==> config.mk <==
export PLATFORM = sky130hd
export DESIGN_NAME = dsp_mac_preadd_pipe
export DESIGN_NICKNAME = d
export VERILOG_FILES = /design/src/rtl/dsp_mac_pkg.sv /design/src/rtl/dsp_preadd_mult_pipe.sv /design/src/rtl/dsp_mac_preadd_pipe.sv
export SDC_FILE = /design/constraint.sdc
export NUM_CORES = 2
export LEC_CHECK = 0
export CAP_MARGIN = 20
export CORE_MARGIN = 1.5
export CORE_UTILIZATION = 40
export DETAILED_ROUTE_END_ITERATION = 8
export GPL_TIMING_DRIVEN = 0
export MAX_ROUTING_LAYER = met4
export PLACE_DENSITY = 0.6
export SYNTH_ARGS = -nofsm -noshare
export SYNTH_HDL_FRONTEND = slang
export SYNTH_SLANG_ARGS = --single-unit
==> constraint.sdc <==
create_clock -name clk -period 27.2 [get_ports clk]
set_input_delay 2.72 -clock clk [delete_from_list [all_inputs] [get_ports clk]]
set_output_delay 2.72 -clock clk [all_outputs]
set_load 0.05 [all_outputs]
==> src/rtl/dsp_mac_pkg.sv <==
// Shared definitions for the pre-add multiply-accumulate datapath: operation
// encodings and the signed saturation limits used by the accumulator.
package dsp_mac_pkg;

    typedef enum logic [1:0] {
        ModeLoad  = 2'b00,
        ModeAcc   = 2'b01,
        ModeSub   = 2'b10,
        ModeClear = 2'b11
    } mode_e;

    // Widest accumulator the limit helpers can describe.
    localparam int unsigned MaxAccW = 256;

    // Largest signed value of a w-bit word, as a zero-extended bit pattern.
    function automatic logic [MaxAccW-1:0] sat_max(input int unsigned w);
        logic [MaxAccW-1:0] r;
        r = '0;
        for (int unsigned i = 0; i < MaxAccW; i++) begin
            if (i + 1 < w) begin
                r[i] = 1'b1;
            end
        end
        return r;
    endfunction

    // Most negative signed value of a w-bit word, as a zero-extended bit pattern.
    function automatic logic [MaxAccW-1:0] sat_min(input int unsigned w);
        logic [MaxAccW-1:0] r;
        r = '0;
        for (int unsigned i = 0; i < MaxAccW; i++) begin
            if (i + 1 == w) begin
                r[i] = 1'b1;
            end
        end
        return r;
    endfunction

endpackage

==> src/rtl/dsp_preadd_mult_pipe.sv <==
// Operand capture plus PIPE_STAGES product stages forming M = B*(A+D); C, mode and
// a valid bit travel alongside the product so the accumulator sees them together.
module dsp_preadd_mult_pipe
    import dsp_mac_pkg::*;
#(
    parameter int unsigned DATA_W      = 32,
    parameter int unsigned PIPE_STAGES = 2,
    parameter bit          NEGEDGE     = 1'b1
) (
    input  logic                     clk_i,
    input  logic                     rst_ni,
    input  logic                     valid_i,
    input  mode_e                    mode_i,
    input  logic signed [DATA_W-1:0] a_i,
    input  logic signed [DATA_W-1:0] b_i,
    input  logic signed [DATA_W-1:0] c_i,
    input  logic signed [DATA_W-1:0] d_i,
    output logic                     valid_o,
    output mode_e                    mode_o,
    output logic signed [DATA_W-1:0] c_o,
    output logic signed [2*DATA_W:0] m_o
);

    typedef struct packed {
        logic              valid;
        mode_e             mode;
        logic [DATA_W-1:0] a;
        logic [DATA_W-1:0] b;
        logic [DATA_W-1:0] c;
        logic [DATA_W-1:0] d;
    } cap_t;

    typedef struct packed {
        logic              valid;
        mode_e             mode;
        logic [DATA_W-1:0] c;
        logic [2*DATA_W:0] m;
    } stage_t;

    cap_t                    cap_d, cap_q;
    stage_t [PIPE_STAGES-1:0] st_d, st_q;

    logic [DATA_W:0]   preadd;
    logic [2*DATA_W:0] preadd_ext, b_ext, prod;

    always_comb begin
        cap_d       = cap_q;
        cap_d.valid = valid_i;
        // Operands are only loaded for accepted operations to limit toggling.
        if (valid_i) begin
            cap_d.mode = mode_i;
            cap_d.a    = a_i;
            cap_d.b    = b_i;
            cap_d.c    = c_i;
            cap_d.d    = d_i;
        end

        preadd     = {cap_q.a[DATA_W-1], cap_q.a} + {cap_q.d[DATA_W-1], cap_q.d};
        preadd_ext = {{DATA_W{preadd[DATA_W]}}, preadd};
        b_ext      = {{(DATA_W+1){cap_q.b[DATA_W-1]}}, cap_q.b};
        // Both factors are sign-extended to the result width, so the low bits are exact.
        prod       = preadd_ext * b_ext;

        st_d[0].valid = cap_q.valid;
        st_d[0].mode  = cap_q.mode;
        st_d[0].c     = cap_q.c;
        st_d[0].m     = prod;
        for (int unsigned i = 1; i < PIPE_STAGES; i++) begin
            st_d[i] = st_q[i-1];
        end
    end

    generate
        if (NEGEDGE) begin : g_fall
            always_ff @(negedge clk_i or negedge rst_ni) begin
                if (!rst_ni) begin
                    cap_q <= '0;
                    st_q  <= '0;
                end else begin
                    cap_q <= cap_d;
                    st_q  <= st_d;
                end
            end
        end else begin : g_rise
            always_ff @(posedge clk_i or negedge rst_ni) begin
                if (!rst_ni) begin
                    cap_q <= '0;
                    st_q  <= '0;
                end else begin
                    cap_q <= cap_d;
                    st_q  <= st_d;
                end
            end
        end
    endgenerate

    assign valid_o = st_q[PIPE_STAGES-1].valid;
    assign mode_o  = st_q[PIPE_STAGES-1].mode;
    assign c_o     = st_q[PIPE_STAGES-1].c;
    assign m_o     = st_q[PIPE_STAGES-1].m;

endmodule

==> src/rtl/dsp_mac_preadd_pipe.sv <==
// Pipelined pre-add multiply-accumulate: P is loaded, accumulated or decremented by
// B*(A+D) with wrap or saturation on overflow and a sticky overflow flag.
module dsp_mac_preadd_pipe
    import dsp_mac_pkg::*;
#(
    parameter int unsigned DATA_W      = 32,
    parameter int unsigned ACC_W       = 64,
    parameter int unsigned PIPE_STAGES = 2,
    parameter bit          NEGEDGE     = 1'b1,
    parameter bit          SATURATE    = 1'b0
) (
    input  logic                     clk,
    input  logic                     reset,
    input  logic                     in_valid,
    input  logic [1:0]               mode,
    input  logic signed [DATA_W-1:0] A,
    input  logic signed [DATA_W-1:0] B,
    input  logic signed [DATA_W-1:0] C,
    input  logic signed [DATA_W-1:0] D,
    output logic signed [ACC_W-1:0]  P,
    output logic                     out_valid,
    output logic                     ovf
);

    localparam logic [ACC_W-1:0] SatMax = ACC_W'(sat_max(ACC_W));
    localparam logic [ACC_W-1:0] SatMin = ACC_W'(sat_min(ACC_W));

    logic                     pipe_valid;
    mode_e                    pipe_mode;
    logic signed [DATA_W-1:0] pipe_c;
    logic signed [2*DATA_W:0] pipe_m;

    dsp_preadd_mult_pipe #(
        .DATA_W      (DATA_W),
        .PIPE_STAGES (PIPE_STAGES),
        .NEGEDGE     (NEGEDGE)
    ) u_mult (
        .clk_i   (clk),
        .rst_ni  (reset),
        .valid_i (in_valid),
        .mode_i  (mode_e'(mode)),
        .a_i     (A),
        .b_i     (B),
        .c_i     (C),
        .d_i     (D),
        .valid_o (pipe_valid),
        .mode_o  (pipe_mode),
        .c_o     (pipe_c),
        .m_o     (pipe_m)
    );

    logic signed [ACC_W-1:0] p_d, p_q;
    logic                    out_valid_d, out_valid_q;
    logic                    ovf_d, ovf_q;

    logic signed [ACC_W:0] c_ext, m_ext, p_ext, sum;
    logic                  ovf_hit;
    logic [ACC_W-1:0]      res;

    always_comb begin
        c_ext = (ACC_W+1)'(pipe_c);
        m_ext = (ACC_W+1)'(pipe_m);
        p_ext = (ACC_W+1)'(p_q);

        sum = '0;
        unique case (pipe_mode)
            ModeLoad:  sum = c_ext + m_ext;
            ModeAcc:   sum = p_ext + m_ext;
            ModeSub:   sum = p_ext - m_ext;
            ModeClear: sum = '0;
        endcase

        // One guard bit suffices: |M| never exceeds 2^(ACC_W-1).
        ovf_hit = sum[ACC_W] ^ sum[ACC_W-1];
        res     = sum[ACC_W-1:0];
        if (ovf_hit && SATURATE) begin
            res = sum[ACC_W] ? SatMin : SatMax;
        end

        p_d         = p_q;
        ovf_d       = ovf_q;
        out_valid_d = pipe_valid;
        if (pipe_valid) begin
            p_d   = res;
            ovf_d = (pipe_mode == ModeClear) ? 1'b0 : (ovf_q | ovf_hit);
        end
    end

    generate
        if (NEGEDGE) begin : g_fall
            always_ff @(negedge clk or negedge reset) begin
                if (!reset) begin
                    p_q         <= '0;
                    out_valid_q <= 1'b0;
                    ovf_q       <= 1'b0;
                end else begin
                    p_q         <= p_d;
                    out_valid_q <= out_valid_d;
                    ovf_q       <= ovf_d;
                end
            end
        end else begin : g_rise
            always_ff @(posedge clk or negedge reset) begin
                if (!reset) begin
                    p_q         <= '0;
                    out_valid_q <= 1'b0;
                    ovf_q       <= 1'b0;
                end else begin
                    p_q         <= p_d;
                    out_valid_q <= out_valid_d;
                    ovf_q       <= ovf_d;
                end
            end
        end
    endgenerate

    assign P         = p_q;
    assign out_valid = out_valid_q;
    assign ovf       = ovf_q;

endmodule

==> impl_metrics.json <==
{
  "num_rows": 142,
  "place_area_sq_um": 65840,
  "hold_violations": 0,
  "ys.flop_type": "dfrtn_1",
  "reg2reg_depth": 42,
  "met3_length_um": 20000,
  "clock_skew_ps": 15.80,
  "whs_path_depth": 0,
  "start_util_pct": 40.42,
  "overflow": 0,
  "dieArea_sq_um": 154200,
  "worstPathMaxFanout": 10,
  "first_pass_iters": 5,
  "tightest_slew_ps": 1281,
  "ctsHoldBuffers": 0,
  "cts_buffers": 47,
  "outcome": "finished clean",
  "clock_latency_ps": 630,
  "port_buffers": 198,
  "vias": 47140,
  "rsz0062_at_grt": "false",
  "cts_buffer_depth": 3,
  "synth_top_cells_by_area": "fa_1 (37%), dfrtn_1 (16%), inv_1 (7.3%)",
  "worstSetupPathType": "input pin to register",
  "synth-seq-cells": 397,
  "wl_met2_um": 108500,
  "layout.nets": 8325,
  "holdWs_ps": 284.2,
  "die_width_um": 392.7,
  "dp_cells": 8691,
  "dp_hpwl_um": 200800,
  "stdcell_count": 8798,
  "drc": 0,
  "cts_tree": "yes",
  "endpoint_kind": "register",
  "cts_num_sinks": 397,
  "top_layer_used": "met4",
  "arrival_ps": 5770,
  "ys_seq_area_share_pct": 16.35,
  "async_reset_ff_share_pct": 100.0,
  "post_drt_via_cell_ratio": 5.358,
  "synth_area_sq_um": 60760,
  "synth_cell_type_count": 84,
  "drive_gt1_share_pct": 4.465,
  "critPathLaunchType": "input pin",
  "cts_resized": 0,
  "netlist_instances": 6445,
  "antenna_found_initial": 26,
  "required_ps": 14060,
  "synthTopCellsByCount": "inv_1 (1,178), fa_1 (1,115), nand2_1 (710)",
  "grt_start_max_net_pins": 124,
  "drt_iter0_drc": 3855,
  "synth.most_common_cell": "inv_1",
  "synth_top_cell_area_share_pct": 36.74,
  "ys_warn_count": 0,
  "ant_nets": 0,
  "synthesis.nets": 8043,
  "area_delta_synth_final_pct": 11.28,
  "cap_violations": 0,
  "synth_edf_count": 0,
  "core_area_sq_um": 150300,
  "yosysTopAreaCell": "fa_1",
  "finalSetupViolCount": 0,
  "die_h_um": 392.7,
  "io_pins": 199,
  "wl_met1_um": 97420,
  "cts_setup_buffers": 0,
  "wl_per_cell_um": 27.37,
  "maxSlewViolCount": 0,
  "finalWeightedCongestion": 1.029,
  "htreeDepth": 2,
  "cts-root-buf": "clkbuf_16",
  "wl_um": 240800,
  "grt_pass1_vias": 50040,
  "fill_cells": 14760,
  "slew-limit-headroom_pct": 14.61,
  "synth.avg_cell_area_sq_um": 9.427,
  "hp-class": "register to register",
  "grtUsageTotal_pct": 32.79,
  "clk_pin_slew_ps": 50,
  "grt_pass1_wl_um": 348200,
  "final_cell_area_sq_um": 67610
}
through the flow:
stage | TNS, ps | util (%) | setup slack (ps)
floorplan | 0 | - | 9516
global placement | -2988750 | 43.42 | -7703
detailed placement | 0 | 43.81 | 7470
CTS | 0 | 44.90 | 8116
global route | 0 | 44.96 | 8093
finish | 0 | 44.98 | 8287
placed cells by master (no fill, tap or decap), drive strengths merged, types with 87 or more instances in the layout:
cell / instances
a21oi: 289
clkbuf: 381
ha: 350
mux2: 145
nor2: 256
and2: 462
nand2b: 87
a21o: 120
dfrtn: 397
xnor2: 197
nand2: 710
o21ai: 132
fa: 1115
clkdlybuf4s50: 197
inv: 1183
worst max-delay path, cell delays in order:
cell             delay, ps
clkdlybuf4s50_1        600
clkbuf_1               680
clkbuf_2               440
buf_12                 220
clkbuf_1               630
mux2_2                 410
cell families (layout without fill, tap and decap cells):
kind of cell | after synthesis | in the layout | share of synthesized area, %
other | 0 | 19 | 0
AOI/OAI and AO/OA | 848 | 848 | 9.001
adders and majority gates | 1465 | 1465 | 43.95
and+or+nand+nor | 1789 | 1789 | 14.38
DFF | 397 | 397 | 16.35
muxes | 165 | 165 | 3.073
buffers and inverters | 1512 | 1830 | 9.370
xor gates and xnor gates | 269 | 269 | 3.878
worst paths after layout:
| path | startpoint | end | slack [ps] |
|---|---|---|---|
| hold / removal | u_mult.st_d[144] | u_mult.m_o[44] | 280 |
| min in group asynchronous | reset | u_mult.st_d[161] | 15570 |
| setup reg to reg | u_mult.cap_q[0] | u_mult.st_d[163] | 13470 |
| max in group asynchronous | reset | u_mult.c_o[11] | 10500 |
| setup / recovery | in_valid | u_mult.cap_q[30] | 8290 |
| hold reg to reg | u_mult.st_d[144] | u_mult.m_o[44] | 280 |
registers in the layout, indices dropped and copies added, names as in the netlist, 2 cells and up:
name and count:
u_mult.st_d 100, u_mult.cap_q 99, u_mult.m_o 65, P 64, u_mult.b_ext 32, u_mult.c_o 32
u_mult.mode_o 2
final cells by class:
type                       count  area, sq um  share of cell area (%)
tap                         2016         2522                   3.731
sequential                   397         9935                   14.69
antenna                       19        47.55                 0.07032
clock inverter                26        337.8                  0.4997
timing repair buffer         233         2620                   3.875
buffer                       334         1275                   1.886
multi-input combinational   4536        45140                   66.76
inverter                    1178         4422                   6.540
clock buffer                  59         1313                   1.941
metal layers:
metal | vias up | global-route usage (%)
met4 | 0 | 16.39
met2 | 1998 | 50.79
met5 | - | -
met1 | 24000 | 40.85
met3 | 531 | 6.562
li1 | 20610 | -
Power is not shown: default switching activity piles up to over one toggle a cycle in this logic, so the estimate is an artifact.
